--- src/rtl/mem_arbiter_pkg.sv ---
// Shared definitions for the I/D-cache memory arbiter: state and owner
// encodings plus the default line and address widths.
package mem_arbiter_pkg;

  localparam int DEF_LINE_W = 64;
  localparam int DEF_ADDR_W = 14;

  localparam logic [1:0] ST_IDLE = 2'b00;
  localparam logic [1:0] ST_WB   = 2'b01;
  localparam logic [1:0] ST_FILL = 2'b10;
  localparam logic [1:0] ST_DONE = 2'b11;

  typedef enum logic {
    OWNER_I = 1'b0,
    OWNER_D = 1'b1
  } owner_e;

endpackage

--- src/rtl/mem_arbiter.sv ---
// Arbitrates I-cache fills and D-cache miss service (optional write-back) onto
// one line-wide memory port. Define MEM_ARB_RR_EN for round-robin ties.
module mem_arbiter
  import mem_arbiter_pkg::*;
#(
  parameter int LINE_W = DEF_LINE_W,
  parameter int ADDR_W = DEF_ADDR_W
) (
  input  logic              clk,
  input  logic              rst,
  input  logic              i_req,
  input  logic [ADDR_W-1:0] i_addr,
  input  logic              d_req,
  input  logic              d_dirty,
  input  logic [ADDR_W-1:0] d_addr,
  input  logic [ADDR_W-1:0] d_wb_addr,
  input  logic [LINE_W-1:0] d_wb_data,
  output logic              i_done,
  output logic              d_done,
  output logic [LINE_W-1:0] rd_line,
  output logic              m_re,
  output logic              m_we,
  output logic [ADDR_W-1:0] m_addr,
  output logic [LINE_W-1:0] m_wdata,
  input  logic              m_rdy,
  input  logic [LINE_W-1:0] m_rdata,
  output logic              busy
);

  logic [1:0]        state;
  owner_e            owner_q;
  owner_e            grant;
  logic [ADDR_W-1:0] fill_addr_q;

`ifdef MEM_ARB_RR_EN
  owner_e last_grant;

  always_ff @(posedge clk) begin
    if (rst)
      last_grant <= OWNER_I;
    else if (state == ST_IDLE && (i_req || d_req))
      last_grant <= grant;
  end
`endif

  // NOTE: combinational blocks assign every output first so no latch can form.
  always_comb begin
    grant = d_req ? OWNER_D : OWNER_I;
`ifdef MEM_ARB_RR_EN
    if (i_req && d_req)
      grant = (last_grant == OWNER_D) ? OWNER_I : OWNER_D;
`endif
  end

  assign busy = (state != ST_IDLE);

  // NOTE: all state uses non-blocking assignment so every register sees the
  // pre-edge values of the others, independent of statement order.
  always_ff @(posedge clk) begin
    if (rst) begin
      state       <= ST_IDLE;
      owner_q     <= OWNER_I;
      fill_addr_q <= '0;
      m_re        <= 1'b0;
      m_we        <= 1'b0;
      m_addr      <= '0;
      m_wdata     <= '0;
      rd_line     <= '0;
      i_done      <= 1'b0;
      d_done      <= 1'b0;
    end else begin
      i_done <= 1'b0;
      d_done <= 1'b0;
      case (state)
        ST_IDLE: begin
          if (i_req || d_req) begin
            owner_q <= grant;
            if (grant == OWNER_D) begin
              fill_addr_q <= d_addr;
              if (d_dirty) begin
                state   <= ST_WB;
                m_we    <= 1'b1;
                m_addr  <= d_wb_addr;
                m_wdata <= d_wb_data;
              end else begin
                state  <= ST_FILL;
                m_re   <= 1'b1;
                m_addr <= d_addr;
              end
            end else begin
              fill_addr_q <= i_addr;
              state       <= ST_FILL;
              m_re        <= 1'b1;
              m_addr      <= i_addr;
            end
          end
        end
        ST_WB: begin
          // Entering FILL with m_re still low leaves one idle cycle on the bus.
          if (m_rdy) begin
            m_we  <= 1'b0;
            state <= ST_FILL;
          end
        end
        ST_FILL: begin
          if (m_re && m_rdy) begin
            m_re    <= 1'b0;
            rd_line <= m_rdata;
            state   <= ST_DONE;
            i_done  <= (owner_q == OWNER_I);
            d_done  <= (owner_q == OWNER_D);
          end else if (!m_re) begin
            m_re   <= 1'b1;
            m_addr <= fill_addr_q;
          end
        end
        default: state <= ST_IDLE;
      endcase
    end
  end

endmodule

--- config.mk ---
export PLATFORM = sky130hd
export DESIGN_NAME = mem_arbiter
export DESIGN_NICKNAME = d
export VERILOG_FILES = /design/src/rtl/mem_arbiter_pkg.sv /design/src/rtl/mem_arbiter.sv
export SDC_FILE = /design/constraint.sdc
export NUM_CORES = 1
export LEC_CHECK = 0
export BUFFER_PORTS_ARGS = -buffer_cell sky130_fd_sc_hd__buf_2
export CORE_AREA = 2 2 126 128
export DETAILED_ROUTE_END_ITERATION = 8
export DIE_AREA = 0 0 128 130
export GPL_TIMING_DRIVEN = 0
export PLACE_DENSITY = 0.81
export SETUP_SLACK_MARGIN = 0.05
export SKIP_LAST_GASP = 1
export SLEW_MARGIN = 20
export SYNTH_ARGS = -nofsm -noshare
export SYNTH_HDL_FRONTEND = slang
export SYNTH_SLANG_ARGS = --single-unit
--- constraint.sdc ---
create_clock -name clk -period 2.45 [get_ports clk]
set_clock_uncertainty 0.15 [all_clocks]
set_input_delay 0.1225 -clock clk [delete_from_list [all_inputs] [get_ports clk]]
set_output_delay 0.1225 -clock clk [all_outputs]
set_load 0.02 [all_outputs]
# Word level (Yosys, flattened, before mapping)

Index checks and enable logic that the tools add are counted.

Bits in registers: 163
Output and inout port bits: 147
Word-level logic and storage cells: 61

Eq/ne operators: 10
Muxes and demuxes: 24
Bitwise logic cells: 3
Reduce and logical (&&, ||, !) cells: 14

Operators by type and width:

| cell               | count |
|---|---|
| $mux 14            | 6 |
| $pmux 14 s2        | 1 |
| $ne 2x2->1 const B | 7 |
| $mux 2             | 5 |
| $mux 1             | 9 |
| $reduce_and 4->1   | 2 |
| $pmux 2 s3         | 1 |
| $reduce_and 3->1   | 2 |
| $reduce_bool 2->1  | 3 |
| $reduce_and 5->1   | 1 |
| $pmux 1 s2         | 2 |
| $reduce_and 2->1   | 2 |
| $ne 3x3->1 const B | 1 |
| $not 1->1          | 3 |
| $reduce_or 3->1    | 1 |
| $eq 2x1->1 const B | 1 |
| $eq 2x2->1 const B | 1 |
| $logic_not 2->1    | 1 |
| $logic_and 1x1->1  | 1 |
| $logic_or 1x1->1   | 1 |

# Longest topological paths before layout

Gate-level depths: netlist of run 1.

Depth after elaboration: 4
Mapped depth: 8
Mapped depth without buffers: 6

# Worst setup path after synthesis of run 1

No wires, ideal clock.

Path kind: reg2reg
From: register state[0]
To: register m_addr[3]
Setup time: 0.132 ns
Arrival: 1.772 ns
Required time: 2.168 ns
Path slack: 0.396 ns
Stages on the path, launching flop included: 8
Path buffers: 1
Clock period less this slack: 2.054 ns
Path through: dfxtp_1 > inv_1 > ha_1 > a21o_1 > a221o_1 > buf_6 > a2111oi_4 > nor3_1

Longest elaborated chain between the ends: 3

Ends and longest elaborated chain:

| item                                                                    | RTL line          | text |
|---|---|---|
| from (decl)                                                             | mem_arbiter.sv:30 | `logic [1:0] state;` |
| from (signal assigned)                                                  | mem_arbiter.sv:61 | `state <= ST_IDLE;` |
| from (signal assigned)                                                  | mem_arbiter.sv:81 | `state <= ST_WB;` |
| from (signal assigned)                                                  | mem_arbiter.sv:86 | `state <= ST_FILL;` |
| $eq 2x2->1 / $logic_not 2->1 (equally long branches)                    | mem_arbiter.sv:74 | `case (state)` |
| $ne 2x2->1 (no source line) / $reduce_bool 2->1 (equally long branches) | n/a               |  |
| $reduce_and 4->1 (no source line)                                       | n/a               |  |
| to (signal assigned)                                                    | mem_arbiter.sv:83 | `m_addr <= d_wb_addr;` |
| to (signal assigned)                                                    | mem_arbiter.sv:88 | `m_addr <= d_addr;` |
| to (signal assigned)                                                    | mem_arbiter.sv:94 | `m_addr <= i_addr;` |
| to (decl)                                                               | mem_arbiter.sv:23 | `output logic [ADDR_W-1:0] m_addr,` |

Parallel ways exist; a longest one is shown, timed or not.
A chain may end at the register's enable or synchronous reset.

# Final worst setup path of run 1

From: register state[1]
To: register m_addr[8]

The elaborated chain is that of the path after synthesis.

==> results of run 1 <==
-- cells by family (layout without fill, tap and decap cells) --
group / Yosys count / in the layout / synth area share, %
and+or+nand+nor: 333 / 333 / 20.7
other: 0 / 1 / 0
DFF: 163 / 163 / 50.5
muxes: 30 / 30 / 4.66
AOI/OAI and AO/OA: 182 / 182 / 18.7
buffers and inverters: 65 / 572 / 4.31
adders and majority gates: 6 / 6 / 1.16
-- worst min path at each step --
stage,start,endpoint,slack (ns),cells past startpoint
final,d_wb_addr[13],m_addr[13],0.05,5
after detailed placement,m_rdata[55],rd_line[55],0.22,3
after CTS,d_wb_addr[13],m_addr[13],0.04,5
after global routing,m_rdy,state[0],0.11,5
after global placement,m_rdata[0],rd_line[0],0.21,3
after floorplan,d_wb_data[10],m_wdata[10],0.11,2
-- per-layer routing --
layer | wire length, um | track usage (%)
met2 | 12800 | 52.4
met1 | 9460 | 31.3
met4 | 1340 | 18.2
met5 | 0 | 0
met3 | 1910 | 7.95
-- where the power goes --
part | internal (uW) | total [uW] | switching (uW)
clock | 1500 | 2690 | 1180
sequential | 3070 | 3360 | 285
combinational | 1280 | 3240 | 1960
total | 5850 | 9280 | 3430
-- area by class of cell --
cell class              count  area (um2)
fillers                  1140        4950
flip-flops and latches    163        3260
repair buffers            475        3160
multi-input cells         551        2940
clock buffers              20         467
plain buffers              61         274
well taps                 192         240
clock inverters            12         121
inverters                   4        15.0
diodes                      1        2.50
-- sequential cells by signal, summed over array words and instances, names as in the netlist --
| signal | cells |
|---|---|
| d_done | 1 |
| fill_addr_q | 14 |
| i_done | 1 |
| m_addr | 14 |
| m_re | 1 |
| m_wdata | 64 |
| m_we | 1 |
| owner_q | 1 |
| rd_line | 64 |
| state | 2 |
-- worst reg2reg max path, cell delays in order, from the launching register on --
cell and delay (ns):
sky130_fd_sc_hd__dfxtp_1 0.44, sky130_fd_sc_hd__inv_1 0.13, sky130_fd_sc_hd__ha_1 0.19, sky130_fd_sc_hd__buf_2 0.16, sky130_fd_sc_hd__a221o_1 0.41, sky130_fd_sc_hd__buf_6 0.22
sky130_fd_sc_hd__a2111oi_4 0.36, sky130_fd_sc_hd__nor3_1 0.09
-- synth_stat cells (all sizes together) --
cell type | instances | share of area, %
nor2 | 37 | 2.2
nand2b | 1 | 0.097
mux2 | 1 | 0.17
and3 | 1 | 0.097
ha | 6 | 1.2
buf | 27 | 2.1
a2111oi | 14 | 4.8
inv | 4 | 0.23
dfxtp | 163 | 50
clkbuf | 34 | 2.0
a221oi | 1 | 0.14
nor3 | 16 | 1.2
nand3 | 3 | 0.23
a311oi | 1 | 0.14
a21o | 1 | 0.12
nand2 | 259 | 15
a211oi | 15 | 1.7
mux2i | 29 | 4.5
a21oi | 148 | 11
a221o | 2 | 0.31
nor2b | 1 | 0.097
nor3b | 15 | 1.7
-- per-stage QoR --
step / worst slack [ns] / hold WS (ns)
final: 0.174 / 0.0503
after detailed placement: -0.151 / 0.217
after global placement: -0.0877 / 0.213
after floorplan: 0.396 / 0.109
after CTS: 0.104 / 0.0386
after global routing: 0.0450 / 0.106
-- timing repair --
| action | in CTS | in global routing |
|---|---|---|
| buffers inserted | 0 | 0 |
| gates resized for setup | 1 | 17 |
| setup endpoints to repair | 60 | 122 |
| endpoints found under the hold margin | 142 | 0 |
| hold buffers | 156 | 0 |
==> run summary, run 1 <==
## Floorplan
* 130 um — Die Height
* 16,600 um2 — overall die area
* 41.9% — initial core utilization
* 323 — boundary pin count
* 15,400 um2 — Core Footprint
* 128 um — Die X-Extent
* 46 — Placement Rows

## STA
* 46.4% — headroom to the max-slew limit
* 0 — Final Hold Viols
* 92.9% — final worst path period share
* 0.804 ns — Worst Max-Slew Pin Slew
* true — unrepaired setup endpoints after global routing
* 0 ns — sum of negative setup slack
* 0 — max-slew violation count
* 0 — final setup vio count
* 439 MHz — maximum frequency from static timing analysis
* 2.28 ns — Tmin final

## Worst setup path
* sky130_fd_sc_hd__dfxtp_1 — slowest stage cell on the critical path
* 3 — CP bufs+invs
* 7 — number of cells on the worst reg-to-reg path
* state[1] — beginning of the worst register-to-register path
* compound AO/OA/AOI/OAI gates — crit-path leading delay family
* 2.60 ns — WP data required
* flip-flop — kind of start point of the critical path
* m_addr[8] — critical register-to-register path endpoint
* state[1] — startpoint of the worst setup timing path
* 10 — CP max FO
* m_addr[8] — Critical Path Sink
* inv_1 > ha_1 > buf_2 > a221o_1 > buf_6 > a2111oi_4 > nor3_1 — critical path, cell by cell
* flip-flop — type of destination of the critical path
* flip-flop to flip-flop — critical path start-end classification
* 0.44 ns — CP max stage delay
* 2.42 ns — Arrival @ worst endpoint
* 0.17 ns — FF-to-FF setup slack
* 7 — number of cells on the critical path

## Final layout
* 1,479 — fin cells
* 62.0% — P&R area growth vs syn
* sky130_fd_sc_hd__buf_2 (338), sky130_fd_sc_hd__nand2_1 (259), sky130_fd_sc_hd__dfxtp_1 (163) — commonest cells after routing, fill and taps aside
* 1,455 — net total in the final layout
* sky130_fd_sc_hd__buf_2 — most common library cell in the layout ignoring fill and taps
* 10,500 um2 — final instance area
* 30.6% — proportion of layout cells with a drive suffix above 1
* 67.9% — post-route core utilization

## Routing
* 25.5 mm — total wirelength of the detailed-routed design
* 405 — 1st-iter DRT viols
* 17.2 um — average wire per cell in the routed design
* 0 — ANT nets after route
* 7,706 — vias
* 0 — DRC violation count after routing
* 5.21 — vias per std cell
* 8 — router iterations before antenna repair

## Clock tree
* 2 — maximum buffer depth of the clock tree
* yes — clock tree from TritonCTS
* 163 — number of sinks on the clock net
* sky130_fd_sc_hd__clkbuf_16 — CTS Root Cell
* 0.42 ns — source-to-sink clock delay at the later pin of the worst-skew pair
* 17 — clock buffer count from CTS
* 4 — htree depth
* 0.07 ns — CTS clk-pin slew, worst paths

## Place
* 8300 um2 — placement-stage cell area
* 1,290 — count of placed standard cells including taps
* 15.4 mm — detailed placer's ending HPWL
* 319 — number of buffers added on ports
* 0.852 — final weighted congestion of routability-driven global placement

## Global routing
* 0 — residual overflow from global routing
* 38.6 mm — first-pass GRT wire length
* 17 — maximum number of pins on one net before global-route repair
* 0 — number of antenna violations at the first check in global routing
* 7,755 — via count of the first global-routing pass
* 29.5% — total routing usage reported by global routing

## Min path
* primary input to flip-flop — worst hold path type

## Synthesis
* 27 — post-synth cell types
* 779 — cell count after synthesis
* 6470 um2 — Mapped Area
* 0 — Warnings, synthesis
* 163 — flops & latches, synth
* 50.5% — sequential-to-total area share from yosys stat
* 961 — Synth Net Count
* 8.30 um2 — Synth Area per Inst

## Power
* 886 nW/um2 — power density over the cells
* 0.000687 V — Peak VDD IR
* 0.00469 uW — Leak Pwr
* 9280 uW — sum of internal, switching and leakage power

## Flow run
* 0 — max-cap check violation count

## Run status
* finished clean — run status

Note: power is estimated with default switching activity, not from simulation.
==> inputs of run 2 (changes only) <==
- CAP_MARGIN: default -> 20
- REMOVE_ABC_BUFFERS: default -> 1
==> run 2 against run 1 <==
Net effect:
- core utilization up 1.0 points
- cell count decreased by 2.4%
- first-iteration DRC count up 84%
- critical path depth did not move
- combinational power grew 6%
- hold slack got worse by 0.027 ns
- total power increased by 2.4%
- sequential power barely moved
- critical endpoint is now rd_line[17]
- largest power group is now combinational cells
- register-to-register slack got worse by 0.03 ns
- sequential cell count is the same
- clock-buffer cell count is 2 lower
- clock power about the same
- critical path type unchanged
==> run summary, run 2 (synthesized netlist as in run 1, its figures left out) <==
## Global routing
* 39.7 mm — first-pass GRT wire length, +2.8%
* 7,569 — via count of the first global-routing pass, -2.4%
* 96 — maximum number of pins on one net before global-route repair, +79
* 0 — residual overflow from global routing, unchanged
* 30.6% — total routing usage reported by global routing, +1.1 points
* 0 — number of antenna violations at the first check in global routing, unchanged

## STA
* 0 — max-slew violation count, unchanged
* 434 MHz — maximum frequency from static timing analysis, -1.2%
* 0.899 ns — Worst Max-Slew Pin Slew, +0.0950 ns
* 0.0238 ns — WHS, -0.0265 ns
* 0 — Final Hold Viols, unchanged
* false — unrepaired setup endpoints after global routing
* 94.0% — final worst path period share, +1.1 points
* 2.30 ns — Tmin final, +0.0265 ns
* 0.147 ns — final setup margin, -0.0265 ns
* 0 — final setup vio count, unchanged
* 40.1% — headroom to the max-slew limit, -6.3 points

## Clock tree
* 0.07 ns — CTS clk-pin slew, worst paths, about the same
* 2 — maximum buffer depth of the clock tree, unchanged
* 4 — htree depth, unchanged
* yes — clock tree from TritonCTS
* 163 — number of sinks on the clock net, unchanged
* sky130_fd_sc_hd__clkbuf_16 — CTS Root Cell
* 0.42 ns — source-to-sink clock delay at the later pin of the worst-skew pair, about the same
* 17 — clock buffer count from CTS, unchanged

## Floorplan
* 46 — Placement Rows, unchanged
* 41.9% — initial core utilization, unchanged
* 323 — boundary pin count, unchanged
* 128 um — Die X-Extent, unchanged
* 15,400 um2 — Core Footprint, unchanged
* 130 um — Die Height, unchanged
* 16,600 um2 — overall die area, unchanged

## Final layout
* sky130_fd_sc_hd__buf_2 (321), sky130_fd_sc_hd__nand2_1 (259), sky130_fd_sc_hd__dlygate4sd3_1 (168) — commonest cells after routing, fill and taps aside
* sky130_fd_sc_hd__buf_2 — most common library cell in the layout ignoring fill and taps
* 64.4% — P&R area growth vs syn
* 1,040 — count of filler cells inserted in the layout, -8.8%
* m_wdata (64), rd_line (64) — registers with the highest flip-flop counts
* 1,420 — net total in the final layout, -2.4%
* 68.9% — post-route core utilization, +1.0 points
* 31.1% — proportion of layout cells with a drive suffix above 1, +0.46 points

## Min path
* primary input to flip-flop — worst hold path type
* d_wb_addr[0] — startpoint of the lowest-slack hold path
* 5 — worst hold path stage count, unchanged

## Routing
* 0 — DRC violation count after routing, unchanged
* 0 — ANT nets after route, unchanged
* 5 — router iterations before antenna repair, -3
* 18.0 um — average wire per cell in the routed design, +4.2%
* 5.32 — vias per std cell, +2.1%
* 25.9 mm — total wirelength of the detailed-routed design, +1.7%
* 745 — 1st-iter DRT viols, +84%
* 7,680 — vias, -0.34%

## Worst setup path
* 2.67 ns — WP data required, +0.07 ns
* 64 — CP max FO, +54
* 2.52 ns — Arrival @ worst endpoint, +0.10 ns
* flip-flop — kind of start point of the critical path
* flip-flop to flip-flop — critical path start-end classification
* 7 — number of cells on the worst reg-to-reg path, unchanged
* state[0] — beginning of the worst register-to-register path
* flip-flop — type of destination of the critical path
* state[0] — startpoint of the worst setup timing path

## Power
* 0.00474 uW — Leak Pwr, +0.90%
* 0.000563 V — Peak VDD IR, -18%
* 894 nW/um2 — power density over the cells, +0.88%

## Run status
* finished clean — run status

## Place
* 322 — number of buffers added on ports, +0.94%
* -0.224 ns — Setup WS pre-CTS, -0.0736 ns
* 13.5 mm — detailed placer's ending HPWL, -12%
* 0.767 — final weighted congestion of routability-driven global placement, -10%

## Flow run
* 0 — max-cap check violation count, unchanged

==> run 2: metal layers <==
metal,vias to the layer above,routed length [um],GRT usage [%],part of all wire [%]
li1,3535,-,-,-
met1,3599,9440,32.6,36
met2,430,12800,52.5,49
met3,116,2260,10.5,8.7
met4,0,1480,19.0,5.7
met5,-,0,0,0
==> run 2: final timing paths <==
kind,end,slack (ns)
worst max-delay path,rd_line[17],0.15
worst min-delay path,m_addr[0],0.02
worst max register to register,rd_line[17],0.15
worst min register to register,i_done,0.30
==> run 2: repair_timing <==
| action | CTS | global route |
|---|---|---|
| hold buffers | 168 | 0 |
| gates cloned | 1 | 0 |
| resized for setup | 4 | 8 |
| endpoints found under the hold margin | 143 | 0 |
| setup endpoints to repair | 36 | 58 |
| setup buffers | 0 | 4 |
| pin swaps | 1 | 1 |
==> run 2: through the flow <==
stage | power [uW] | cells | setup TNS [ns] | cell area (um2)
floorplan | 5230 | 718 | -152.96 | 6200
global placement | 6170 | 1232 | -376.88 | 8060
finish | 9510 | 1444 | 0 | 10600
CTS | 9340 | 1439 | 0 | 10600
global route | 9970 | 1443 | 0 | 10600
detailed placement | 6330 | 1238 | -2.55 | 8260
==> run 2: critical path: stages (launching register included) <==
cell	delay, ns
sky130_fd_sc_hd__dfxtp_1	0.34
sky130_fd_sc_hd__inv_2	0.15
sky130_fd_sc_hd__ha_4	0.21
sky130_fd_sc_hd__and3_4	0.24
sky130_fd_sc_hd__buf_16	0.26
sky130_fd_sc_hd__nand2_1	0.10
sky130_fd_sc_hd__a21oi_1	0.16
sky130_fd_sc_hd__dlygate4sd3_1	0.58
==> run 2: layout make-up <==
type	instances	area (um2)	share of cell area [%]
repair buffers	500	3480	32.7
clock inverters	14	168	1.58
flip-flops and latches	163	3260	30.7
inverters	4	15.0	0.141
well taps	192	240	2.26
clock buffers	18	429	4.04
diodes	1	2.50	0.0235
multi-input cells	552	3040	28.6
==> run 2: power by group <==
part | switching, uW | internal, uW | total, uW
sequential | 288 | 3070 | 3360
clock | 1180 | 1540 | 2720
combinational | 2050 | 1380 | 3430
